File: config.mk
export PLATFORM = sky130hd
export DESIGN_NAME = scanout_timing_flat
export DESIGN_NICKNAME = d
export VERILOG_FILES = /design/src/rtl/scanout_timing_if.sv /design/src/rtl/scanout_timing.sv /design/src/flat_wrapper.sv
export SDC_FILE = /design/constraint.sdc
export NUM_CORES = 1
export LEC_CHECK = 0
export ABC_AREA = 1
export ABC_CLOCK_PERIOD_IN_PS = 3600
export BUFFER_PORTS_ARGS = -buffer_cell sky130_fd_sc_hd__buf_2
export CAP_MARGIN = 5
export CORE_MARGIN = 1
export CORE_UTILIZATION = 45
export CTS_BUF_LIST = sky130_fd_sc_hd__clkbuf_16
export DETAILED_ROUTE_END_ITERATION = 8
export GPL_ROUTABILITY_DRIVEN = 0
export GPL_TIMING_DRIVEN = 1
export PLACE_DENSITY = 0.72
export SYNTH_ARGS = -nofsm -noshare
export SYNTH_HDL_FRONTEND = slang
export SYNTH_SLANG_ARGS = --single-unit
File: constraint.sdc
create_clock -name clk -period 3.6 [get_ports clk]
set_input_delay 0 -clock clk [delete_from_list [all_inputs] [get_ports clk]]
set_output_delay 0 -clock clk [all_outputs]
set_load 0.02 [all_outputs]
File: src/rtl/scanout_timing_if.sv
// Pixel-stream bundle between the scanout timing generator and its consumer.
// The timing generator is the master; the framebuffer reader/display side is the slave.
interface scanout_timing_if #(
  parameter int ADDR_W = 24
);
  logic              fbHDMI;
  logic              hSync;
  logic              vSync;
  logic              de;
  logic [9:0]        x;
  logic [9:0]        y;
  logic              readEn;
  logic [ADDR_W-1:0] readAddr;
  logic              fbShown;
  logic              frameStart;

  modport master (
    input  fbHDMI,
    output hSync, vSync, de, x, y, readEn, readAddr, fbShown, frameStart
  );

  modport slave (
    output fbHDMI,
    input  hSync, vSync, de, x, y, readEn, readAddr, fbShown, frameStart
  );
endinterface

File: src/rtl/scanout_timing.sv
// Raster timing generator with double-buffered framebuffer scanout.
// All outputs are registered one clock behind the hCount/vCount raster counters.
module scanout_timing #(
  parameter int H_ACTIVE = 640,
  parameter int H_FRONT  = 16,
  parameter int H_SYNC   = 96,
  parameter int H_BACK   = 48,
  parameter int V_ACTIVE = 480,
  parameter int V_FRONT  = 10,
  parameter int V_SYNC   = 2,
  parameter int V_BACK   = 33,
  parameter int FB_BASE0 = 0,
  parameter int FB_BASE1 = 307200,
  parameter int ADDR_W   = 24
) (
  input logic             clk,
  input logic             reset,
  scanout_timing_if.master bus
);
  localparam int H_TOTAL = H_ACTIVE + H_FRONT + H_SYNC + H_BACK;
  localparam int V_TOTAL = V_ACTIVE + V_FRONT + V_SYNC + V_BACK;
  localparam int HW = $clog2(H_TOTAL);
  localparam int VW = $clog2(V_TOTAL);

  localparam logic [HW-1:0] H_LAST     = HW'(H_TOTAL - 1);
  localparam logic [HW-1:0] H_ACT      = HW'(H_ACTIVE);
  localparam logic [HW-1:0] H_SYNC_ON  = HW'(H_ACTIVE + H_FRONT);
  localparam logic [HW-1:0] H_SYNC_OFF = HW'(H_ACTIVE + H_FRONT + H_SYNC);
  localparam logic [VW-1:0] V_LAST     = VW'(V_TOTAL - 1);
  localparam logic [VW-1:0] V_ACT      = VW'(V_ACTIVE);
  localparam logic [VW-1:0] V_SYNC_ON  = VW'(V_ACTIVE + V_FRONT);
  localparam logic [VW-1:0] V_SYNC_OFF = VW'(V_ACTIVE + V_FRONT + V_SYNC);
  localparam logic [ADDR_W-1:0] BASE0  = ADDR_W'(FB_BASE0);
  localparam logic [ADDR_W-1:0] BASE1  = ADDR_W'(FB_BASE1);

  logic [HW-1:0]     hCount;
  logic [VW-1:0]     vCount;
  logic [ADDR_W-1:0] addrPtr;
  logic [ADDR_W-1:0] curAddr;
  logic              atOrigin;
  logic              visible;
  logic              hSyncNext;
  logic              vSyncNext;

  // addrPtr holds the address of the next visible pixel; at (0,0) the
  // base is taken straight from fbHDMI so the first pixel needs no bubble.
  always_comb begin
    atOrigin  = (hCount == '0) && (vCount == '0);
    visible   = (hCount < H_ACT) && (vCount < V_ACT);
    hSyncNext = (hCount >= H_SYNC_ON) && (hCount < H_SYNC_OFF);
    vSyncNext = (vCount >= V_SYNC_ON) && (vCount < V_SYNC_OFF);
    curAddr   = addrPtr;
    if (atOrigin) begin
      curAddr = bus.fbHDMI ? BASE1 : BASE0;
    end
  end

  always_ff @(posedge clk) begin
    if (reset) begin
      hCount         <= '0;
      vCount         <= '0;
      addrPtr        <= '0;
      bus.hSync      <= 1'b0;
      bus.vSync      <= 1'b0;
      bus.de         <= 1'b0;
      bus.readEn     <= 1'b0;
      bus.frameStart <= 1'b0;
      bus.x          <= '0;
      bus.y          <= '0;
      bus.readAddr   <= '0;
      bus.fbShown    <= 1'b0;
    end else begin
      if (hCount == H_LAST) begin
        hCount <= '0;
        vCount <= (vCount == V_LAST) ? '0 : vCount + VW'(1);
      end else begin
        hCount <= hCount + HW'(1);
      end

      bus.hSync      <= hSyncNext;
      bus.vSync      <= vSyncNext;
      bus.de         <= visible;
      bus.readEn     <= visible;
      bus.frameStart <= atOrigin;
      bus.x          <= visible ? 10'(hCount) : 10'd0;
      bus.y          <= visible ? 10'(vCount) : 10'd0;
      bus.readAddr   <= visible ? curAddr : '0;

      if (visible) begin
        addrPtr <= curAddr + ADDR_W'(1);
      end
      // The shown buffer is only ever sampled at frame origin: no mid-frame switch.
      if (atOrigin) begin
        bus.fbShown <= bus.fbHDMI;
      end
    end
  end
endmodule

File: src/flat_wrapper.sv
// flat-port wrapper written by rule: the top's interface ports become plain ports
module scanout_timing_flat 
#(
  parameter int H_ACTIVE = 640,
  parameter int H_FRONT  = 16,
  parameter int H_SYNC   = 96,
  parameter int H_BACK   = 48,
  parameter int V_ACTIVE = 480,
  parameter int V_FRONT  = 10,
  parameter int V_SYNC   = 2,
  parameter int V_BACK   = 33,
  parameter int FB_BASE0 = 0,
  parameter int FB_BASE1 = 307200,
  parameter int ADDR_W   = 24
)
  (clk, reset, bus_fbHDMI, bus_hSync, bus_vSync, bus_de, bus_x, bus_y, bus_readEn, bus_readAddr, bus_fbShown, bus_frameStart);
  scanout_timing_if #(.ADDR_W(ADDR_W)) bus_i ();
  input logic clk;
  input logic reset;
  input wire logic [$bits(bus_i.fbHDMI)-1:0] bus_fbHDMI;
  output wire logic [$bits(bus_i.hSync)-1:0] bus_hSync;
  output wire logic [$bits(bus_i.vSync)-1:0] bus_vSync;
  output wire logic [$bits(bus_i.de)-1:0] bus_de;
  output wire logic [$bits(bus_i.x)-1:0] bus_x;
  output wire logic [$bits(bus_i.y)-1:0] bus_y;
  output wire logic [$bits(bus_i.readEn)-1:0] bus_readEn;
  output wire logic [$bits(bus_i.readAddr)-1:0] bus_readAddr;
  output wire logic [$bits(bus_i.fbShown)-1:0] bus_fbShown;
  output wire logic [$bits(bus_i.frameStart)-1:0] bus_frameStart;
  assign bus_i.fbHDMI = bus_fbHDMI;
  assign bus_hSync = bus_i.hSync;
  assign bus_vSync = bus_i.vSync;
  assign bus_de = bus_i.de;
  assign bus_x = bus_i.x;
  assign bus_y = bus_i.y;
  assign bus_readEn = bus_i.readEn;
  assign bus_readAddr = bus_i.readAddr;
  assign bus_fbShown = bus_i.fbShown;
  assign bus_frameStart = bus_i.frameStart;
  scanout_timing #(.H_ACTIVE(H_ACTIVE), .H_FRONT(H_FRONT), .H_SYNC(H_SYNC), .H_BACK(H_BACK), .V_ACTIVE(V_ACTIVE), .V_FRONT(V_FRONT), .V_SYNC(V_SYNC), .V_BACK(V_BACK), .FB_BASE0(FB_BASE0), .FB_BASE1(FB_BASE1), .ADDR_W(ADDR_W)) u_core (.clk(clk), .reset(reset), .bus(bus_i));
endmodule
# After elaboration in Yosys (flattened, before gate mapping)
# Cells that the tools add are included.
# Widths: inputs -> output; s select.
[totals] register_bits=93 in_bits=3 output_inout_bits=50
[op_classes] n_addsub=3 magnitude_cmp=6 n_eq_ne=2 n_mux=3 bitwise_logic=1 n_reduce_logical=8
[op_table] operator="$add 24x1->24 const B" count=1
[op_table] operator="$mux 24" count=1
[op_table] operator="$add 10x1->10 const B" count=2
[op_table] operator="$eq 10x10->1 const B" count=2
[op_table] operator="$logic_not 10->1" count=2
[op_table] operator="$lt 10x10->1 const B" count=2
[op_table] operator="$lt 10x9->1 const B" count=2
[op_table] operator="$mux 19" count=1
[op_table] operator="$ge 10x10->1 const B" count=1
[op_table] operator="$ge 10x9->1 const B" count=1
[op_table] operator="$mux 10" count=1
[op_table] operator="$logic_and 1x1->1" count=4
[op_table] operator="$reduce_or 2->1" count=2
[op_table] operator="$not 1->1" count=1

# Longest topological paths before layout
# Gate-level depths: netlist of run 1.
[depth] depth_word=4 mapped_depth=18

# Worst setup path before layout of run 1
# OpenSTA, ideal clock, no wires.
[synth_path] kind="register -> register" from="register u_core.vCount[0]" to="register u_core.addrPtr[8]" arrival_time_ns=2.216 required_time_ns=3.481 setup_slack_ns=1.265 path_stages_with_launch=17 n_path_buf=1 cell_sequence="dfxtp_1 inv_1 ha_1 inv_1 nor3_2 nand3_4 buf_4 inv_1 nor2_1 ha_1 nand2_1 nor2_4 nand3_1 nor2_1 inv_1 o21ai_0 a21oi_1"
[synth_between] elab_chain_cells=4 word_cells_on_any_way=6
[synth_rtl] element="start, declared" line_no="scanout_timing.sv:37" source="logic [VW-1:0] vCount;"
[synth_rtl] element="start signal, assigned" line_no="scanout_timing.sv:75" source="vCount <= (vCount == V_LAST) ? '0 : vCount + VW'(1);"
[synth_rtl] element="$logic_not 10->1" line_no="scanout_timing.sv:48" source="atOrigin = (hCount == '0) && (vCount == '0);"
[synth_rtl] element="$logic_and 1x1->1" line_no="scanout_timing.sv:48"
[synth_rtl] element="$mux 24" line_no="scanout_timing.sv:53" source="if (atOrigin) begin"
[synth_rtl] element="named net u_core.curAddr[0]" line_no="scanout_timing.sv:39" source="logic [ADDR_W-1:0] curAddr;"
[synth_rtl] element="$add 24x1->24" line_no="scanout_timing.sv:90" source="addrPtr <= curAddr + ADDR_W'(1);"
[synth_rtl] element="end signal, assigned" line_no="scanout_timing.sv:90"
[synth_rtl] element="end, declared" line_no="scanout_timing.sv:38" source="logic [ADDR_W-1:0] addrPtr;"
# The timed path passes the listed nets, and every way through them passes these cells.
# A chain may end at the register's enable or synchronous reset.

# Final worst setup path of run 1
[layout_path] from="register u_core.vCount[0]" to="register u_core.addrPtr[10]"
# The elaborated chain is that of the path after synthesis.

==> results of run 1 <==
==> synth_stat cells (5+ instances only) <==
cell type	n
nor2_1	98
dfxtp_1	93
nand2_1	89
inv_1	66
nand3_1	33
a21oi_1	20
o21ai_0	18
nor3_1	15
nor2_2	11
nand4_1	10
clkbuf_1	8
ha_1	5
nand2_2	5
nand3_2	5
o21a_1	5
==> stage by stage <==
stage / setup slack (ns) / total power [uW] / hold WS, ns / cell area (um2)
CTS: 0.7780 / 2132 / 0.04725 / 4532
floorplan: 1.265 / 1188 / 0.08744 / 3920
finish: 0.7154 / 2117 / 0.04748 / 4532
detailed placement: 0.8098 / 1215 / 0.4014 / 4239
global placement: 0.9934 / 1212 / 0.3917 / 4239
global route: 0.4558 / 2194 / 0.04777 / 4532
==> power breakdown <==
group	switching, uW	internal [uW]	leakage, uW
Combinational	97.1	36.0	0.00109
Clock	389	535	0.000148
Sequential	10.6	1050	0.000753
Total	497	1620	0.00199
==> cell families (layout without fill, tap and decap cells) <==
kind of cell | count (synthesis) | after routing
AO/OA/AOI/OAI | 52 | 52
adder cells (fa/ha/maj) | 5 | 5
buffers and inverters | 84 | 138
XOR/XNOR | 3 | 3
other | 1 | 1
AND/OR/NAND/NOR | 283 | 283
flip-flops | 93 | 93
==> worst paths after layout <==
path,from,end,cells after the start
setup / recovery,u_core.vCount[0],u_core.addrPtr[10],15
hold / removal,reset,u_core.addrPtr[17],2
setup reg to reg,u_core.vCount[0],u_core.addrPtr[10],15
hold reg to reg,u_core.hCount[0],u_core.hCount[0],1
==> per-layer routing <==
layer	up-vias	wire [um]	share of wire, %
li1	1741	-	-
met1	1531	3961	47
met2	111	3828	45
met3	15	446	5.3
met4	0	194	2.3
met5	-	0	0
==> final cells by class <==
| type | instances | share of cell area (%) |
|---|---|---|
| Multi-Input combinational cell | 344 | 37.93 |
| Inverter | 69 | 5.715 |
| Sequential cell | 93 | 41.08 |
| Timing Repair Buffer | 53 | 5.908 |
| Clock inverter | 7 | 1.491 |
| Tap cell | 105 | 2.899 |
| Clock buffer | 9 | 4.970 |
==> state kept, by name (all words and copies together), names as in the netlist <==
register and count:
u_core.addrPtr 24, u_core.bus.readAddr 24, u_core.bus.x 10, u_core.bus.y 10, u_core.hCount 10, u_core.vCount 10, u_core.bus.de 1, u_core.bus.fbShown 1
u_core.bus.frameStart 1, u_core.bus.hSync 1, u_core.bus.vSync 1
==> worst max-delay path, stage by stage, from the launching register on <==
cell	delay (ns)
dfxtp_1	0.37
inv_1	0.11
ha_1	0.25
inv_1	0.09
nor3_2	0.05
nand3_4	0.33
inv_1	0.20
nor2_1	0.19
ha_1	0.24
nand2_1	0.11
nor2_4	0.17
nand3_1	0.13
nor2_1	0.22
nand2_1	0.10
o21ai_1	0.13
a21oi_1	0.06
==> flow_summary_export.csv, run 1 <==
group,metric,value,unit
global_route,grt.met3_usage,3.748,%
setup_path,worstPathMaxFanout,27,
synthesis,ys_top_cells_by_area,"dfxtp_1 (47%), nor2_1 (9.4%), nand2_1 (8.5%), inv_1 (6.3%), nand3_1 (4.2%)",
synthesis,synth-main-ff-cell,"dfxtp_1",
synthesis,syn-num-nets,529,
finish,multiInputGateArea,1719,um2
global_route,antenna_found_initial,0,
synthesis,synth_compound_area_share,7.309,%
timing,finalMaxSlewViolations,0,
finish,area_growth,15.61,%
clock_tree,clk_pin_slew,0.07,ns
floorplan,io-pin-count,53,
timing,setup_violations,0,
finish,final.fill_count,808,
clock_tree,clockBufferDepth,2,
clock_tree,cts_resized,0,
power_and_ir_drop,p_leak,0.001990,uW
finish,layout.nets,578,
setup_path,cp.required,3.82,ns
synthesis,synth-xor-area-share,0.6703,%
timing,maxSlewHeadroom,55.95,%
synthesis,netlist_area,3920,um2
setup_path,criticalPathCategory,"flop to flop",
synthesis,yosys_register_bits,93,
flow_run,drv_cap,0,
timing,fin_crit,2.885,ns
synthesis,synth-simple-area-share,34.18,%
route,drtIter0Drc,239,
timing,fmax,346.7,MHz
clock_tree,clock-sinks,93,
setup_path,cp.arrival,3.11,ns
timing,finalCritPeriodShare,80.13,%
setup_path,crit_path_end_kind,"flop",
synthesis,synthAdderAreaFrac,1.596,%
floorplan,fp.coreArea,8341,um2
floorplan,rows,33,
synthesis,ys_seq_area_share,47.49,%
timing,fin_tns_setup,0,ns
global_route,grt_usage,20.31,%
global_route,grt-ovfl-total,0,
place,io_buffers,52,
route,routed_wl,8430,um
finish,regArea,1862,um2
synthesis,synth_edf_count,0,
timing,tightest_slew,0.6600,ns
clock_tree,cts_setup_buffers,0,
clock_tree,cts_max_level,3,
setup_path,cp-start-kind,"flop",
synthesis,netlist.top_cell.by_area,"dfxtp_1",
finish,final_core_util,54.34,%
finish,antennaDiodeCount,0,
synthesis,syn_area_per_cell,7.524,um2
global_route,grt_first_pass_wirelength,14100,um
synthesis,synth_cells,521,
route,wire_per_inst,12.40,um
route,vias_per_cell,4.997,
synthesis,synth.top_cell.area_share,47.49,%
route,ant_nets,0,
power_and_ir_drop,p_per_area,467.1,nW/um2
route,vias,3398,
synthesis,ys_types,37,
synthesis,synth_top_family_by_area,"simple AND/OR/NAND/NOR gates",
timing,rsz0062_at_grt,"false",
place,dp_hpwl,6009,um
finish,layout_common_cells,"nor2_1 (98), dfxtp_1 (93), nand2_1 (89), inv_1 (68), buf_2 (52)",
global_route,grt_max_degree,28,
clock_tree,cts_tree,"yes",
timing,hold_viol,0,
worst_hold_path,min_path_type,"primary input to flop",
clock_tree,cts_buffers,9,
clock_tree,clk_latency,0.34,ns
clock_tree,cts.hold.buffers_added,0,
clock_tree,root_buffer,"clkbuf_16",
global_route,grt_pass1_vias,3088,
outcome,status,"finished, final reports clean",
route,drt_first_pass_iters,5,
global_route,grt_util_met1,27.01,%
timing,fin_skew,0.007596,ns
synthesis,yosys-mux-area-fraction,0,%
global_route,grt_busiest_layer,"met2",
route,drc,0,
synthesis,synthArstFlopShare,0,%
finish,stdcell_count,680,
floorplan,die_area,9089,um2
place,dp.cells,664,
global_route,grtUsageMet2,31.31,%
floorplan,die_y,95.34,um
floorplan,die_w,95.34,um
synthesis,yosysWarnings,0,
power_and_ir_drop,ir_worst_vdd,0.2740,mV
finish,drive_gt1_share,17.74,%
finish,layout_commonest_cell,"nor2_1",
floorplan,initial_core_util,47.00,%
setup_path,rrSetupSlack,0.72,ns
Power figures use the tool's default switching activity.
==> run 2: changes to the inputs <==
ABC_CLOCK_PERIOD_IN_PS = 2700   (was 3600)
clock period = 2.7 ns   (was 3.6 ns; I/O delays follow)
==> run 2 against run 1 <==
Cell count increased by 0.44%. Largest power group unchanged. Hold slack improved by 0.0080 ns. Core utilization increased by 0.59 points.
==> flow_summary_export.csv, run 2 (same netlist as run 1, synthesis figures left out) <==
group,metric,value,unit
outcome,status,"finished, final reports clean",
finish,final_core_util,54.92,%
power_and_ir_drop,p_total,2902,uW
setup_path,cp.required,2.92,ns
route,drt_first_pass_iters,5,
setup_path,rr_startpoint,"u_core.vCount[0]",
timing,fin_tns_setup,0,ns
timing,fmax,410.2,MHz
setup_path,criticalPathCategory,"flop to flop",
floorplan,die_area,9089,um2
global_route,grt-ovfl-total,0,
finish,final.fill_count,794,
route,vias,3463,
finish,area_growth,16.85,%
timing,fin_crit,2.438,ns
clock_tree,clk_pin_slew,0.06,ns
clock_tree,cts_tree,"yes",
floorplan,die_w,95.34,um
timing,fin_skew,0.007687,ns
setup_path,cp.arrival,2.66,ns
timing,finalMaxSlewViolations,0,
route,vias_per_cell,5.070,
place,dp_hpwl,6170,um
global_route,grt_first_pass_wirelength,14410,um
worst_hold_path,whs_path_depth,2,
global_route,antenna_found_initial,0,
finish,drive_gt1_share,18.51,%
worst_hold_path,worstHoldStart,"reset",
power_and_ir_drop,p_clk_share,44.9,%
floorplan,initial_core_util,47.00,%
power_and_ir_drop,sw_frac_of_total,22.44,%
setup_path,cp-start-kind,"flop",
floorplan,die_y,95.34,um
flow_run,drv_cap,0,
setup_path,r2r_cells,15,
clock_tree,clk_latency,0.34,ns
finish,stdcell_count,683,
setup_path,rrSetupSlack,0.26,ns
finish,layout.nets,581,
route,wire_per_inst,12.75,um
timing,tightest_slew,0.6985,ns
clock_tree,cts.hold.buffers_added,0,
power_and_ir_drop,p_per_area,633.4,nW/um2
setup_path,reg2reg_to,"u_core.addrPtr[8]",
floorplan,io-pin-count,53,
finish,multiInputGateArea,1729,um2
worst_hold_path,worstHoldEndpoint,"u_core.addrPtr[20]",
timing,hold_viol,0,
clock_tree,clock-sinks,93,
global_route,grt_pass1_vias,3205,
setup_path,crit_path_end_kind,"flop",
clock_tree,cts_setup_buffers,0,
place,dp.cells,667,
route,ant_nets,0,
power_and_ir_drop,seqPwrFrac,48.7,%
clock_tree,cts_resized,0,
setup_path,worstPathMaxFanout,6,
power_and_ir_drop,p_int,2250,uW
finish,top_regs,"u_core.addrPtr x24, u_core.bus.readAddr x24",
floorplan,fp.coreArea,8341,um2
clock_tree,root_buffer,"clkbuf_16",
clock_tree,clockBufferDepth,2,
global_route,grt_max_degree,27,
finish,antennaDiodeCount,0,
finish,regArea,1862,um2
route,routed_wl,8711,um
power_and_ir_drop,p_switching,651.2,uW
route,drc,0,
finish,layout_common_cells,"nor2_1 (97), dfxtp_1 (93), nand2_1 (89), inv_1 (69), buf_2 (52)",
worst_hold_path,min_path_type,"primary input to flop",
clock_tree,cts_buffers,9,
clock_tree,cts_max_level,3,
floorplan,rows,33,
power_and_ir_drop,comb_power_share,6.4,%
timing,maxSlewHeadroom,53.38,%
power_and_ir_drop,ir_worst_vdd,0.3675,mV
timing,setup_violations,0,
place,io_buffers,52,
route,drtIter0Drc,178,
power_and_ir_drop,p_leak,0.002013,uW
global_route,grt_usage,20.68,%
timing,finalCritPeriodShare,90.29,%
finish,layout_commonest_cell,"nor2_1",
run 2: power by group through the flow:
stage | logic [uW] | registers (uW) | clock network, uW
2_1_floorplan | 124 | 1460 | 0
3_3_place_gp | 180 | 1440 | 0
3_5_place_dp | 184 | 1440 | 0
4_1_cts | 186 | 1410 | 1320
5_1_grt | 205 | 1420 | 1380
6_report | 186 | 1410 | 1300
run 2: worst max path at each step:
stage	from	endpoint	depth (start not counted)
detailed placement	u_core.vCount[0]	u_core.addrPtr[10]	15
finish	u_core.vCount[0]	u_core.addrPtr[8]	15
floorplan	u_core.vCount[0]	u_core.addrPtr[8]	16
global route	u_core.vCount[0]	u_core.addrPtr[10]	15
CTS	u_core.vCount[0]	u_core.addrPtr[8]	15
global placement	u_core.hCount[0]	u_core.addrPtr[10]	15
run 2: area by class of cell:
class / count / area share [%]
tap: 105 / 2.868
sequential: 93 / 40.64
multi-input combinational: 344 / 37.75
inverter: 69 / 5.654
timing repair buffer: 56 / 6.337
clock inverter: 7 / 1.830
clock buffer: 9 / 4.917
run 2: metal layers:
layer / global-route usage [%] / part of all wire, %
met1: 25.88 / 44
met2: 32.80 / 46
met3: 5.662 / 6.5
met4: 9.848 / 2.8
met5: 0 / 0
run 2: through the flow:
stage / hold WS, ns / area [um2] / setup WS [ns]
floorplan: 0.08744 / 3920 / 0.3650
global placement: 0.4002 / 4262 / 0.3767
detailed placement: 0.3944 / 4262 / 0.2524
CTS: 0.05590 / 4571 / 0.2140
global route: 0.06408 / 4581 / -0.0007665
finish: 0.05549 / 4581 / 0.2621
run 2: critical path, cell delays in order, from the launching register on:
cell and delay (ns):
dfxtp_1 0.35, inv_1 0.10, ha_1 0.26, inv_1 0.10
nor3_2 0.06, nand3_4 0.09, inv_1 0.10, nor2_1 0.15
ha_2 0.24, nand2_1 0.09, nor2_4 0.18, nand3_2 0.13
nor2_2 0.20, inv_1 0.08, o21ai_0 0.15, a21oi_1 0.06
